File: config.mk
export PLATFORM = sky130hd
export DESIGN_NAME = wb_rr_arbiter
export DESIGN_NICKNAME = d
export VERILOG_FILES = /design/src/rtl/wb_arb_pkg.sv /design/src/rtl/wb_rr_pick.sv /design/src/rtl/wb_rr_arbiter.sv
export SDC_FILE = /design/constraint.sdc
export NUM_CORES = 1
export LEC_CHECK = 0
export ABC_AREA = 1
export CORE_AREA = 2 2 173 175
export CTS_CLUSTER_DIAMETER = 50
export CTS_CLUSTER_SIZE = 40
export DETAILED_ROUTE_END_ITERATION = 16
export DIE_AREA = 0 0 175 177
export PLACE_DENSITY = 0.42
export SLEW_MARGIN = 20
export SYNTH_ARGS = -nofsm -noshare
export SYNTH_HDL_FRONTEND = slang
export SYNTH_SLANG_ARGS = --single-unit
File: constraint.sdc
create_clock -name wb_clk_i -period 2 [get_ports wb_clk_i]
set_input_delay 0.3 -clock wb_clk_i [delete_from_list [all_inputs] [get_ports wb_clk_i]]
set_output_delay 0.3 -clock wb_clk_i [all_outputs]
set_load 0.01 [all_outputs]
File: src/rtl/wb_arb_pkg.sv
// Shared definitions for the three-master Wishbone round-robin arbiter:
// master count, FSM state encoding and the post-reset priority pointer.
package wb_arb_pkg;

  localparam int N_MASTERS = 3;

  typedef enum logic [1:0] {
    ST_IDLE  = 2'd0,
    ST_BUSY  = 2'd1,
    ST_ABORT = 2'd2,
    ST_DRAIN = 2'd3
  } arb_state_e;

  // Pointer starts on the last master so master 0 wins the first search.
  localparam logic [N_MASTERS-1:0] RESET_LAST = 3'b100;

endpackage

File: src/rtl/wb_rr_pick.sv
// Combinational round-robin search: first requester above the one-hot
// last grant, wrapping around; gnt is one-hot, or zero if nobody requests.
module wb_rr_pick
  import wb_arb_pkg::*;
(
  input  logic [N_MASTERS-1:0] req,
  input  logic [N_MASTERS-1:0] last,
  output logic [N_MASTERS-1:0] gnt
);

  always_comb begin
    gnt = '0;
    case (last)
      3'b001:  gnt = req[1] ? 3'b010 : req[2] ? 3'b100 : req[0] ? 3'b001 : 3'b000;
      3'b010:  gnt = req[2] ? 3'b100 : req[0] ? 3'b001 : req[1] ? 3'b010 : 3'b000;
      default: gnt = req[0] ? 3'b001 : req[1] ? 3'b010 : req[2] ? 3'b100 : 3'b000;
    endcase
  end

endmodule

File: src/rtl/wb_rr_arbiter.sv
// Three-master Wishbone round-robin arbiter with a per-cycle watchdog that
// aborts a stalled slave access with err to the owner, then drains the cycle.
module wb_rr_arbiter
  import wb_arb_pkg::*;
#(
  parameter int aw      = 32,
  parameter int dw      = 32,
  parameter int timeout = 255
) (
  input  logic                    wb_clk_i,
  input  logic                    wb_rst_n_i,
  input  logic [N_MASTERS*aw-1:0] wbm_adr_i,
  input  logic [N_MASTERS*dw-1:0] wbm_dat_i,
  input  logic [N_MASTERS*4-1:0]  wbm_sel_i,
  input  logic [N_MASTERS-1:0]    wbm_we_i,
  input  logic [N_MASTERS-1:0]    wbm_cyc_i,
  input  logic [N_MASTERS-1:0]    wbm_stb_i,
  input  logic [N_MASTERS*3-1:0]  wbm_cti_i,
  input  logic [N_MASTERS*2-1:0]  wbm_bte_i,
  output logic [N_MASTERS*dw-1:0] wbm_dat_o,
  output logic [N_MASTERS-1:0]    wbm_ack_o,
  output logic [N_MASTERS-1:0]    wbm_err_o,
  output logic [N_MASTERS-1:0]    wbm_rty_o,
  output logic [aw-1:0]           wbs_adr_o,
  output logic [dw-1:0]           wbs_dat_o,
  output logic [3:0]              wbs_sel_o,
  output logic                    wbs_we_o,
  output logic                    wbs_cyc_o,
  output logic                    wbs_stb_o,
  output logic [2:0]              wbs_cti_o,
  output logic [1:0]              wbs_bte_o,
  input  logic [dw-1:0]           wbs_dat_i,
  input  logic                    wbs_ack_i,
  input  logic                    wbs_err_i,
  input  logic                    wbs_rty_i,
  output logic [N_MASTERS-1:0]    grant_o,
  output logic                    timeout_o
);

  localparam int CW = (timeout > 0) ? $clog2(timeout + 1) : 1;

  arb_state_e           state_q;
  logic [N_MASTERS-1:0] grant_q;
  logic [N_MASTERS-1:0] last_q;
  logic [N_MASTERS-1:0] pick_gnt;
  logic [CW-1:0]        cnt_q;
  logic [CW-1:0]        cnt_inc;
  logic                 timeout_q;
  logic                 own_cyc;
  logic                 own_stb;
  logic                 slv_resp;
  logic                 busy;
  logic                 abort;

  wb_rr_pick u_pick (
    .req  (wbm_cyc_i),
    .last (last_q),
    .gnt  (pick_gnt)
  );

  // Request path: AND-OR mux on the one-hot grant, all zero with no owner.
  always_comb begin
    wbs_adr_o = '0;
    wbs_dat_o = '0;
    wbs_sel_o = '0;
    wbs_we_o  = 1'b0;
    wbs_cti_o = '0;
    wbs_bte_o = '0;
    for (int k = 0; k < N_MASTERS; k++) begin
      if (grant_q[k]) begin
        wbs_adr_o = wbm_adr_i[k*aw +: aw];
        wbs_dat_o = wbm_dat_i[k*dw +: dw];
        wbs_sel_o = wbm_sel_i[k*4 +: 4];
        wbs_we_o  = wbm_we_i[k];
        wbs_cti_o = wbm_cti_i[k*3 +: 3];
        wbs_bte_o = wbm_bte_i[k*2 +: 2];
      end
    end
  end

  assign own_cyc  = |(grant_q & wbm_cyc_i);
  assign own_stb  = |(grant_q & wbm_stb_i);
  assign busy     = (state_q == ST_BUSY);
  assign abort    = (state_q == ST_ABORT);
  assign slv_resp = wbs_ack_i | wbs_err_i | wbs_rty_i;
  assign cnt_inc  = cnt_q + CW'(1);

  assign wbs_cyc_o = busy & own_cyc;
  assign wbs_stb_o = busy & own_stb;

  // Responses outside BUSY are dropped; ABORT forces err to the owner.
  assign wbm_ack_o = grant_q & {N_MASTERS{busy & wbs_ack_i}};
  assign wbm_err_o = grant_q & {N_MASTERS{(busy & wbs_err_i) | abort}};
  assign wbm_rty_o = grant_q & {N_MASTERS{busy & wbs_rty_i}};
  assign wbm_dat_o = {N_MASTERS{wbs_dat_i}};

  assign grant_o   = grant_q;
  assign timeout_o = timeout_q;

  always_ff @(posedge wb_clk_i or negedge wb_rst_n_i) begin
    if (!wb_rst_n_i) begin
      state_q   <= ST_IDLE;
      grant_q   <= '0;
      last_q    <= RESET_LAST;
      cnt_q     <= '0;
      timeout_q <= 1'b0;
    end else begin
      timeout_q <= 1'b0;
      cnt_q     <= '0;
      case (state_q)
        ST_IDLE: begin
          if (|wbm_cyc_i) begin
            grant_q <= pick_gnt;
            last_q  <= pick_gnt;
            state_q <= ST_BUSY;
          end
        end
        ST_BUSY: begin
          if (!own_cyc) begin
            // Owner released: hand over in this same edge or fall idle.
            grant_q <= pick_gnt;
            if (|pick_gnt) last_q <= pick_gnt;
            else state_q <= ST_IDLE;
          end else if (!slv_resp && own_stb && (timeout != 0)) begin
            if (cnt_inc == CW'(timeout)) begin
              state_q   <= ST_ABORT;
              timeout_q <= 1'b1;
            end else begin
              cnt_q <= cnt_inc;
            end
          end
        end
        ST_ABORT: state_q <= ST_DRAIN;
        ST_DRAIN: begin
          if (!own_cyc) begin
            grant_q <= '0;
            state_q <= ST_IDLE;
          end
        end
        default: state_q <= ST_IDLE;
      endcase
    end
  end

endmodule

After elaboration in Yosys (flattened, before gate mapping)
Cells that the tools add are included.
{"block": "totals", "reg_bits": 17, "input_bits": 265, "out_inout_bits": 185, "wordCells": 94}
{"block": "op_classes", "n_addsub": 1, "eq_ne": 13, "n_mux": 50, "n_bitwise": 13, "reduce_logical": 12}
{"operator": "32-bit two-way mux", "count": 6}
{"operator": "3-bit two-way mux", "count": 15}
{"operator": "8-bit two-way mux", "count": 4}
{"operator": "2-bit two-way mux", "count": 10}
{"operator": "3-bit AND", "count": 5}
{"operator": "4-bit two-way mux", "count": 3}
{"operator": "3-bit case mux with 2 select lines", "count": 2}
{"operator": "3-bit OR reduction", "count": 4}
{"operator": "3-bit case mux with 3 select lines", "count": 1}
{"operator": "8-bit by 1-bit adder with 8-bit output, second input constant", "count": 1}
{"operator": "8-bit == test, second input constant", "count": 1}
{"operator": "1-bit two-way mux", "count": 8}
{"operator": "2-bit case mux with 4 select lines", "count": 1}
{"operator": "4-bit AND reduction", "count": 2}
{"operator": "2-bit != test, second input constant", "count": 3}
{"operator": "3-bit by 2-bit != test with 1-bit output, second input constant", "count": 2}
{"operator": "1-bit AND", "count": 5}
{"operator": "5-bit AND reduction", "count": 1}
{"operator": "2-bit == test, second input constant", "count": 2}
{"operator": "3-bit by 1-bit == test with 1-bit output, second input constant", "count": 1}
{"operator": "3-bit by 2-bit == test with 1-bit output, second input constant", "count": 1}
{"operator": "3-bit != test, second input constant", "count": 1}
{"operator": "1-bit bitwise OR", "count": 3}
{"operator": "3-bit nonzero test", "count": 1}
{"operator": "6 further kinds", "count": 6}

Logic depth before layout (Yosys ltp)
{"block": "logic_depth", "ltp_word": 8, "mapped_depth": 11, "depth_no_buf": 11}

Cells and area by module
Synthesis repeated with hierarchy kept, for this count alone.
{"block": "unflattened", "cells_unflattened": 512, "area_unflattened_um2": 3224.3}
{"mod": "wb_rr_arbiter", "instances": 1, "cells_per_inst": 490, "area_each_um2": 3118.0, "seq_area_each_um2": 426.7}
{"mod": "wb_rr_pick", "instances": 1, "cells_per_inst": 22, "area_each_um2": 106.4, "seq_area_each_um2": 0.0}

Least setup slack after synthesis
No wires, ideal clock.
{"block": "synth_path", "path_type": "reg-to-output", "startpoint": "register grant_q[1] (netlist: grant_o[1])", "endpoint": "output wbs_dat_o[10]", "t_arrival_ns": 1.393, "required_ns": 1.700, "setup_slack_ns": 0.307, "path_stages_with_launch": 7, "n_path_buf": 3, "cell_sequence": "dfrtp_1 -> clkbuf_1 -> nor2_1 -> buf_2 -> buf_2 -> a22oi_1 -> o21ai_0"}
{"block": "synth_via", "elab_chain_cells": 2}
{"item": "start, declared", "line_no": "wb_rr_arbiter.sv:43", "source": "logic [N_MASTERS-1:0] grant_q;"}
{"item": "start signal, assigned", "line_no": "wb_rr_arbiter.sv:113", "source": "grant_q <= pick_gnt;"}
{"item": "start signal, assigned", "line_no": "wb_rr_arbiter.sv:121", "source": "grant_q <= pick_gnt;"}
{"item": "32-bit two-way mux (2 in a row)", "line_no": "wb_rr_arbiter.sv:70", "source": "if (grant_q[k]) begin"}
{"item": "end, declared", "line_no": "wb_rr_arbiter.sv:25", "source": "output logic [dw-1:0] wbs_dat_o,"}
No other way between the ends.

Worst setup path in the final report
{"block": "layout_path", "startpoint": "register grant_q[1] (netlist: grant_o[1])", "endpoint": "output wbs_dat_o[6]"}
Same word-level chain as after synthesis.

==> results.sh <==
export IMPL_switching_share=0.476
export IMPL_cts_clk_slew_worst_paths_ps=50
export IMPL_start_kind="flop"
export IMPL_antenna_cells=0
export IMPL_final_setup_viol_count=0
export IMPL_die_w_um=175
export IMPL_start_util=0.107
export IMPL_fillCellCount=3257
export IMPL_slowest_stage="dfrtp_2"
export IMPL_use_met1=0.147
export IMPL_worstReg2RegStart="grant_o[1]"
export IMPL_grt_ovfl_total=0
export IMPL_worstHoldPathType="in2async"
export IMPL_gp_congestion=0.745
export IMPL_p_leak_nw=2.73
export IMPL_critPathMaxFanout=7
export IMPL_syn_num_nets=760
export IMPL_worstPathArrival_ps=1700
export IMPL_grt_pass1_vias=4250
export IMPL_p_clk_frac=0.060
export IMPL_antenna_found_initial=0
export IMPL_max_slew_margin=0.642
export IMPL_design_core_area_um2=29200
export IMPL_synth_mux_area_frac=0
export IMPL_worst_pin_slew_ps=536
export IMPL_drc=0
export IMPL_crit_path_max_incr_delay_ps=440
export IMPL_synthAdderAreaFrac=0.00800
export IMPL_firstDrtPassIters=4
export IMPL_wl_per_cell_um=17.4
export IMPL_yosysWarnings=0
export IMPL_crit_chain="nor2_4 > buf_6 > buf_12 > buf_4 > a22oi_1 > o21ai_1 > buf_2"
export IMPL_dpl_cell_area_um2=6320
export IMPL_routed_via_density=3.80
export IMPL_met2_usage=0.194
export IMPL_use_met3=0.0354
export IMPL_post_dp_hpwl_um=15000
export IMPL_grt_usage=0.113
export IMPL_final_max_slew_violation_count=0
export IMPL_cts_tree="built"
export IMPL_cp_num_buf_inv=4
export IMPL_netlist_area_um2=3130
export IMPL_fin_crit_ps=2000
export IMPL_postSynthAreaPerCell_um2=6.34
export IMPL_final_seq_area_um2=433
export IMPL_cts_buffers=3
export IMPL_nets=1016
export IMPL_ys_types=28
export IMPL_io_pins=450
export IMPL_grt_pass1_wl_um=27000
export IMPL_ant_nets=0
export IMPL_ctsHtreeMaxLevel=1
export IMPL_critPathTopFamily="buffers and inverters"
export IMPL_fmax_mhz=501
export IMPL_syn_to_final_growth_pct=110
export IMPL_synth_simple_area_share=0.230
export IMPL_drv_cap=0
export IMPL_num_rows=63
export IMPL_synth_xor_area_frac=0
export IMPL_fin_skew_ps=3.08
export IMPL_dp_slack_ps=-414
export IMPL_worst_slack_ps=3.21
export IMPL_power_total_w=0.00682
export IMPL_p_int_w=0.00357
export IMPL_seq_area_frac_synth=0.136
export IMPL_critPathKind="reg2out"
export IMPL_vias=4322
export IMPL_grt_busiest_layer="met2"
export IMPL_clock_root_buffer="clkbuf_16"
export IMPL_fin_crit_sh=0.998
export IMPL_cts_hold_buf=0
export IMPL_ys_seq_elements=17
export IMPL_rsz0062_at_grt="yes"
export IMPL_hold_violations=0
export IMPL_utilization=0.224
export IMPL_clock_latency_ps=250
export IMPL_powerDensity_nw_per_um2=1040
export IMPL_multi_input_area_um2=1870
export IMPL_final_area_um2=6560
export IMPL_die_area_um2=31000
export IMPL_whs_ps=403
export IMPL_synthCells=493
export IMPL_outcome="finished clean"
export IMPL_synth_top_family_by_area="compound AO/OA/AOI/OAI gates"
export IMPL_comb_power_share=0.872
export IMPL_cp_startpoint="grant_o[1]"
export IMPL_synth_compound_area_frac=0.325
export IMPL_clk_path_buf_depth=2
export IMPL_cp_end_kind="primary output"
export IMPL_dieHeight_um=177
export IMPL_vdd_drop_max_uv=570
export IMPL_crit_required_ps=1700
export IMPL_io_buffers=321
export IMPL_drt_wl_total_um=19800
export IMPL_drive_above_1_share=0.239
export IMPL_drt_iter0_drc=148
export IMPL_cts_sinks=17
export IMPL_power_frac_seq=0.069
export IMPL_grt_max_degree=52
export IMPL_p_switching_w=0.00325
## cells by family after synthesis
logic type | after synthesis
simple gates | 164
compound gates | 162
buf+inv | 148
flops | 17
fa+ha+maj | 2
## final timing paths
path | to | slack [ps] | depth (start not counted)
max | wbs_dat_o[6] | 3 | 7
min | grant_o[0] | 400 | 1
max in group asynchronous | cnt_q[5] | 1090 | 2
max reg2reg | grant_o[1] | 110 | 9
min in group wb_clk_i | cnt_q[0] | 500 | 1
min reg2reg | cnt_q[0] | 500 | 1
## through the flow
stage / TNS (ps) / std cells
detailed placement: -4150 / 1112
global route: -609 / 1138
global placement: -3570 / 1112
CTS: -1190 / 1128
finish: 0 / 1138
floorplan: 0 / 493
## final cells by class
class / instances / area share
sequential: 17 / 0.0660
clock inverter: 1 / 0.000764
tap: 390 / 0.0744
timing repair buffer: 380 / 0.551
clock buffer: 3 / 0.0115
multi-input combinational: 328 / 0.285
inverter: 19 / 0.0109
## placed cells by master (no fill, tap or decap), types with 3 or more instances in the layout
cell type        Yosys  routed
a22oi_1             74      59
a22oi_2              0      15
buf_12               0      11
buf_2               14      52
buf_4               96      36
buf_6                1       8
clkbuf_16            0       6
clkbuf_2             0      16
clkdlybuf4s50_1      0     235
dfrtp_1             16      13
dlygate4sd2_1        0       6
dlymetal6s2s_1       0       8
inv_1               18      17
nand2_1            107     106
nand2_2              5       6
nand3_1             15      15
nand4_1              3       3
nor2_1              20      19
nor2_2               4       4
nor2_4               2       3
o21ai_0             65      18
o21ai_1             19      61
o21ai_2              0       5
## per-layer routing
layer  up-vias  wire length (um)
met1      1963              8550
met5         -                 0
met3         0              1670
met4         0                 0
met2       238              9610
li1       2121                 -
## power by group through the flow
| stage | combinational, W | sequential, W | clock [W] |
|---|---|---|---|
| final | 0.00595 | 0.000468 | 0.000407 |
| after global routing | 0.00648 | 0.000478 | 0.000436 |
| after CTS | 0.00585 | 0.000469 | 0.000420 |
| after detailed placement | 0.00574 | 0.000477 | 0 |
| after global placement | 0.00578 | 0.000475 | 0 |
| after floorplan | 0.00244 | 0.000477 | 0 |
## flip-flops by register name, indices dropped and copies added, names as in the netlist, named ones only
signal / flops
cnt_q: 8
grant_o: 3
last_q: 3
state_q: 1
timeout_o: 1
## cells in the mapped netlist, drive strengths merged
| cell type | number | area (um2) |
|---|---|---|
| dfstp | 1 | 26.3 |
| nand2 | 112 | 433 |
| inv | 19 | 71.3 |
| ha | 2 | 25.0 |
| o21ai | 84 | 420 |
| nand4 | 3 | 18.8 |
| buf | 111 | 802 |
| a21oi | 2 | 10.0 |
| nand2b | 1 | 6.26 |
| a22oi | 74 | 556 |
| nor3 | 4 | 30.0 |
| and3 | 1 | 6.26 |
| clkbuf | 18 | 67.6 |
| o2111ai | 1 | 8.76 |
| nand3 | 17 | 103 |
| dfrtp | 16 | 400 |
| a211oi | 1 | 20.0 |
| nor2 | 26 | 123 |
## timing repair
action | CTS | global route
resized for setup | 314 | 86
gates cloned | 3 | 3
pin swaps | 15 | 19
hold endpoints to repair | 0 | 0
endpoints found under the setup margin | 85 | 79
buffers inserted | 10 | 8
Power figures use the tool's default switching activity.
